### src/rtl/bit_serial_operand_feeder.sv
// rtl/bit_serial_operand_feeder.sv - operand feeder that clears, primes and streams a bit-serial adder
// Optional macro CARRY_CAPTURE_EN: capture the adder carry-out into carry_out at the last bit.
module bit_serial_operand_feeder #(
    parameter int WIDTH = 8
) (
    input  logic             clk,
    input  logic             rst,
    input  logic             in_valid,
    output logic             in_ready,
    input  logic [WIDTH-1:0] in_a,
    input  logic [WIDTH-1:0] in_b,
    input  logic             in_cin,
    output logic             ser_rst_n,
    output logic             ser_a,
    output logic             ser_b,
    output logic             ser_cin,
    output logic             ser_valid,
    output logic             ser_last,
    input  logic             ser_cout,
    output logic             done,
    output logic             carry_out
);

    localparam int CW = (WIDTH > 1) ? $clog2(WIDTH) : 1;
    localparam logic [CW-1:0] LAST_CNT = CW'(WIDTH - 1);

    typedef enum logic [1:0] {IDLE, CLR, PRIME, SHIFT} state_t;

    state_t           state_q, state_d;
    logic [WIDTH-1:0] a_q, a_d, b_q, b_d;
    logic             cin_q, cin_d;
    logic [CW-1:0]    cnt_q, cnt_d;
    logic             ser_rst_n_q, ser_rst_n_d;
    logic             done_q, done_d;
    logic             carry_q, carry_d;
    logic             last_bit;

    assign last_bit = (state_q == SHIFT) && (cnt_q == LAST_CNT);

    always_comb begin
        state_d = state_q;
        a_d     = a_q;
        b_d     = b_q;
        cin_d   = cin_q;
        cnt_d   = cnt_q;
        done_d  = 1'b0;
        carry_d = carry_q;
        case (state_q)
            IDLE: begin
                if (in_valid) begin
                    a_d     = in_a;
                    b_d     = in_b;
                    cin_d   = in_cin;
                    state_d = CLR;
                end
            end
            CLR:   state_d = PRIME;
            PRIME: begin
                cnt_d   = '0;
                state_d = SHIFT;
            end
            SHIFT: begin
                a_d   = a_q >> 1;
                b_d   = b_q >> 1;
                cnt_d = cnt_q + CW'(1);
                if (last_bit) begin
                    cnt_d   = '0;
                    done_d  = 1'b1;
                    state_d = IDLE;
`ifdef CARRY_CAPTURE_EN
                    carry_d = ser_cout;
`endif
                end
            end
            default: state_d = IDLE;
        endcase
        // The adder sees reset exactly during the CLR cycle, and during our own reset.
        ser_rst_n_d = (state_d != CLR);
    end

`ifndef CARRY_CAPTURE_EN
    logic unused_cout;
    assign unused_cout = ser_cout;
`endif

    always_ff @(posedge clk or posedge rst) begin
        if (rst) begin
            state_q     <= IDLE;
            a_q         <= '0;
            b_q         <= '0;
            cin_q       <= 1'b0;
            cnt_q       <= '0;
            ser_rst_n_q <= 1'b0;
            done_q      <= 1'b0;
            carry_q     <= 1'b0;
        end else begin
            state_q     <= state_d;
            a_q         <= a_d;
            b_q         <= b_d;
            cin_q       <= cin_d;
            cnt_q       <= cnt_d;
            ser_rst_n_q <= ser_rst_n_d;
            done_q      <= done_d;
            carry_q     <= carry_d;
        end
    end

    assign in_ready  = (state_q == IDLE);
    assign ser_rst_n = ser_rst_n_q;
    assign ser_a     = (state_q == SHIFT) & a_q[0];
    assign ser_b     = (state_q == SHIFT) & b_q[0];
    assign ser_cin   = (state_q == PRIME) & cin_q;
    assign ser_valid = (state_q == SHIFT);
    assign ser_last  = last_bit;
    assign done      = done_q;
    assign carry_out = carry_q;

endmodule
### config.mk
export PLATFORM = sky130hd
export DESIGN_NAME = bit_serial_operand_feeder
export DESIGN_NICKNAME = d
export VERILOG_FILES = /design/src/rtl/bit_serial_operand_feeder.sv
export SDC_FILE = /design/constraint.sdc
export NUM_CORES = 1
export LEC_CHECK = 0
export CAP_MARGIN = 20
export CORE_AREA = 2 2 40 69
export DETAILED_ROUTE_END_ITERATION = 8
export DIE_AREA = 0 0 42 71
export GPL_ROUTABILITY_DRIVEN = 0
export PLACE_DENSITY = 0.85
export SLEW_MARGIN = 10
export SYNTH_ARGS = -nofsm -noshare
export SYNTH_HDL_FRONTEND = slang
export SYNTH_SLANG_ARGS = --single-unit
### constraint.sdc
create_clock -name clk -period 2.3 [get_ports clk]
set_input_delay 0.69 -clock clk [delete_from_list [all_inputs] [get_ports clk]]
set_output_delay 0.69 -clock clk [all_outputs]
set_load 0.005 [all_outputs]
==> run summary <==
Final Skew -> 0.00532 ns
area growth from synthesis to layout -> 29.6%
Seq/Total Area, Yosys -> 0.509
Post-Syn Area -> 1180 um^2
Max-cap violations -> 0
WP buf/inv -> 1
Layout fillers -> 194
Worst path depth -> 3
Cell Count, Final, Fillers Out -> 171
CTS Buffer Depth -> 2
Worst path top cell family by delay -> buffers and inverters
CP Cell Sequence -> nor2b_2 > and2_1 > clkdlybuf4s50_1
Worst Path Arrival -> 1.55 ns
dpl ws -> 0.170 ns
Synth Register Bits -> 24
final wirelength -> 2630 um
Sinks on Clock Net -> 24
CP Launch Type -> flip-flop
DP HPWL -> 1750 um
Vias/cell -> 6.15
total track usage -> 0.191
nets@finish -> 170
clk_lat worst skew -> 0.26 ns
Vias -> 1,051
initial drt markers -> 35
status -> complete, no violations
hold path cells -> 1
Design Area, Final -> 1530 um^2
DP Area -> 1450 um^2
post-synthesis cell type count -> 26
fin worst setup slack -> 0.0647 ns
Die Y-Extent -> 71 um
HP Class -> flip-flop to flip-flop
setup TNS -> 0 ns
Final Hold Viols -> 0
worst r2r path cells -> 4
top post-synthesis cells by area -> dfrtp_1 (51%), nand3_1 (11%), a32oi_1 (9.7%), nand2_1 (4.5%), a32o_1 (3.4%)
antenna cells -> 0
classification of the worst setup path -> flip-flop to output pin
Root Driver -> clkbuf_8
DRT antenna net count -> 0
CP required -> 1.61 ns
most frequent cells in the layout -> nand3_1 (26), clkdlybuf4s50_1 (26), dfrtp_1 (22), nand2_1 (14), a32oi_1 (13)
slowest CP cell -> clkdlybuf4s50_1
# H-tree levels -> 1
first-pass GRT wire length -> 4500 um
synthesized area per cell -> 10.1 um^2
# setup viols final -> 0
core area -> 2430 um^2
synth warn -> 0
Final period util -> 0.972
maximum VDD drop -> 0.637 mV
Clk pin slew, worst setup/hold paths -> 0.08 ns
CTS tree -> built
Hold Worst Slack -> 0.502 ns
leakage -> 0.713 nW
crit path max fanout -> 8
Rows -> 24
drt first pass iters -> 4
die area -> 2980 um^2
hold buffer count at cts -> 0
CP Capture Type -> output pin
die width -> 42 um
Cells after Synth -> 117
count of input and output buffers -> 27
largest net degree at the start of global routing -> 32
minimum clock period -> 2.24 ns
Initial Util -> 0.485
CTS buffer count -> 3
share of layout cells above drive strength 1 -> 0.138
RSZ-0062 raised after global routing -> no
vias in the first global route -> 1,014
drt drc -> 0
FMAX -> 447 MHz
I/O pins -> 30
DP Cell Count -> 165
CP peak stage delay -> 0.50 ns
P per Cell Area -> 931 nW/um^2
cell taking the most area after synthesis -> dfrtp_1
Net Count, Synth -> 140
WL/cell -> 15.4 um
Slew Viols, Final -> 0
grt total ovfl -> 0
initial antenna violation count -> 0
area share of the largest cell type after synthesis -> 0.509
flip-flops by register name, summed over array words and instances (netlist names):
signal and cells:
done 1, cin_q 1, a_q 8, ser_rst_n 1
b_q 8, cnt_q 3, state_q 2
worst reg2reg max path: cells and delay by family (launching register included):
family,cells,cell delay [ns]
buffers and inverters,1,0.19
AO/OA/AOI/OAI,2,0.43
AND/OR/NAND/NOR,1,0.20
flip-flops,1,0.47
layer usage:
metal  global-route usage  part of all wire  vias to the layer above  routed length (um)
met5                    0                 0                        -                   0
met4               0.0753             0.018                        0                  46
met3               0.0230             0.032                        5                  83
met2                0.342              0.51                       22                1350
met1                0.226              0.44                      532                1150
li1                     -                 -                      492                   -
power breakdown:
| group | internal [mW] | total (mW) | switching (mW) | leakage [nW] |
|---|---|---|---|---|
| Sequential | 0.512 | 0.597 | 0.0852 | 0.313 |
| Combinational | 0.281 | 0.586 | 0.305 | 0.378 |
| Clock | 0.117 | 0.240 | 0.123 | 0.0216 |
Yosys cell counts, drive strengths merged:
| master | instances |
|---|---|
| a22o | 2 |
| nand2b | 1 |
| clkbuf | 1 |
| a21o | 2 |
| inv | 3 |
| ha | 2 |
| buf | 9 |
| nor2b | 2 |
| a21oi | 1 |
| and3 | 4 |
| nand3 | 26 |
| conb | 1 |
| nor2 | 4 |
| nand2 | 14 |
| a211o | 1 |
| a32o | 4 |
| dfrtp | 24 |
| a32oi | 13 |
| mux2 | 1 |
| and2 | 2 |
cell type report:
| class | count | area [um^2] | share of cell area |
|---|---|---|---|
| flip-flops and latches | 24 | 603 | 0.394 |
| multi-input cells | 80 | 512 | 0.335 |
| repair buffers | 35 | 329 | 0.215 |
| clock buffers | 3 | 41.3 | 0.0270 |
| well taps | 26 | 32.5 | 0.0213 |
| inverters | 3 | 11.3 | 0.00736 |
logic make-up after synthesis:
kind of cell    count (synthesis)  share of synthesized area
other cells                     1                    0.00318
fa+ha+maj                       2                     0.0212
flops                          24                      0.509
buf+inv                        13                     0.0657
mux                             1                    0.00954
compound gates                 23                      0.170
simple gates                   53                      0.222
stage by stage:
stage | utilization | total power, mW
floorplan | - | 0.978
finish | 0.629 | 1.42
global route | 0.629 | 1.50
CTS | 0.621 | 1.38
detailed placement | 0.598 | 1.12
global placement | 0.598 | 1.09
path summary, 6_finish.rpt:
| check | endpoint | start | slack, ns |
|---|---|---|---|
| max | ser_cin | state_q[1]$_DFF_PP0_ | 0.06 |
| min in group asynchronous | ser_rst_n$_DFF_PP0_ | rst | 0.77 |
| min | cin_q$_DFFE_PP0P_ | cin_q$_DFFE_PP0P_ | 0.50 |
| max in group asynchronous | state_q[0]$_DFF_PP0_ | rst | 1.29 |
| max reg2reg | b_q[5]$_DFFE_PP0P_ | state_q[1]$_DFF_PP0_ | 0.91 |
| min reg2reg | cin_q$_DFFE_PP0P_ | cin_q$_DFFE_PP0P_ | 0.50 |
what timing repair did:
| action | 4_1_cts | 5_1_grt |
|---|---|---|
| setup endpoints to repair | 3 | 2 |
| gates resized for setup | 5 | 1 |
| pin swaps | 0 | 1 |
| setup buffers | 1 | 2 |
Power figures use the tool's default switching activity.
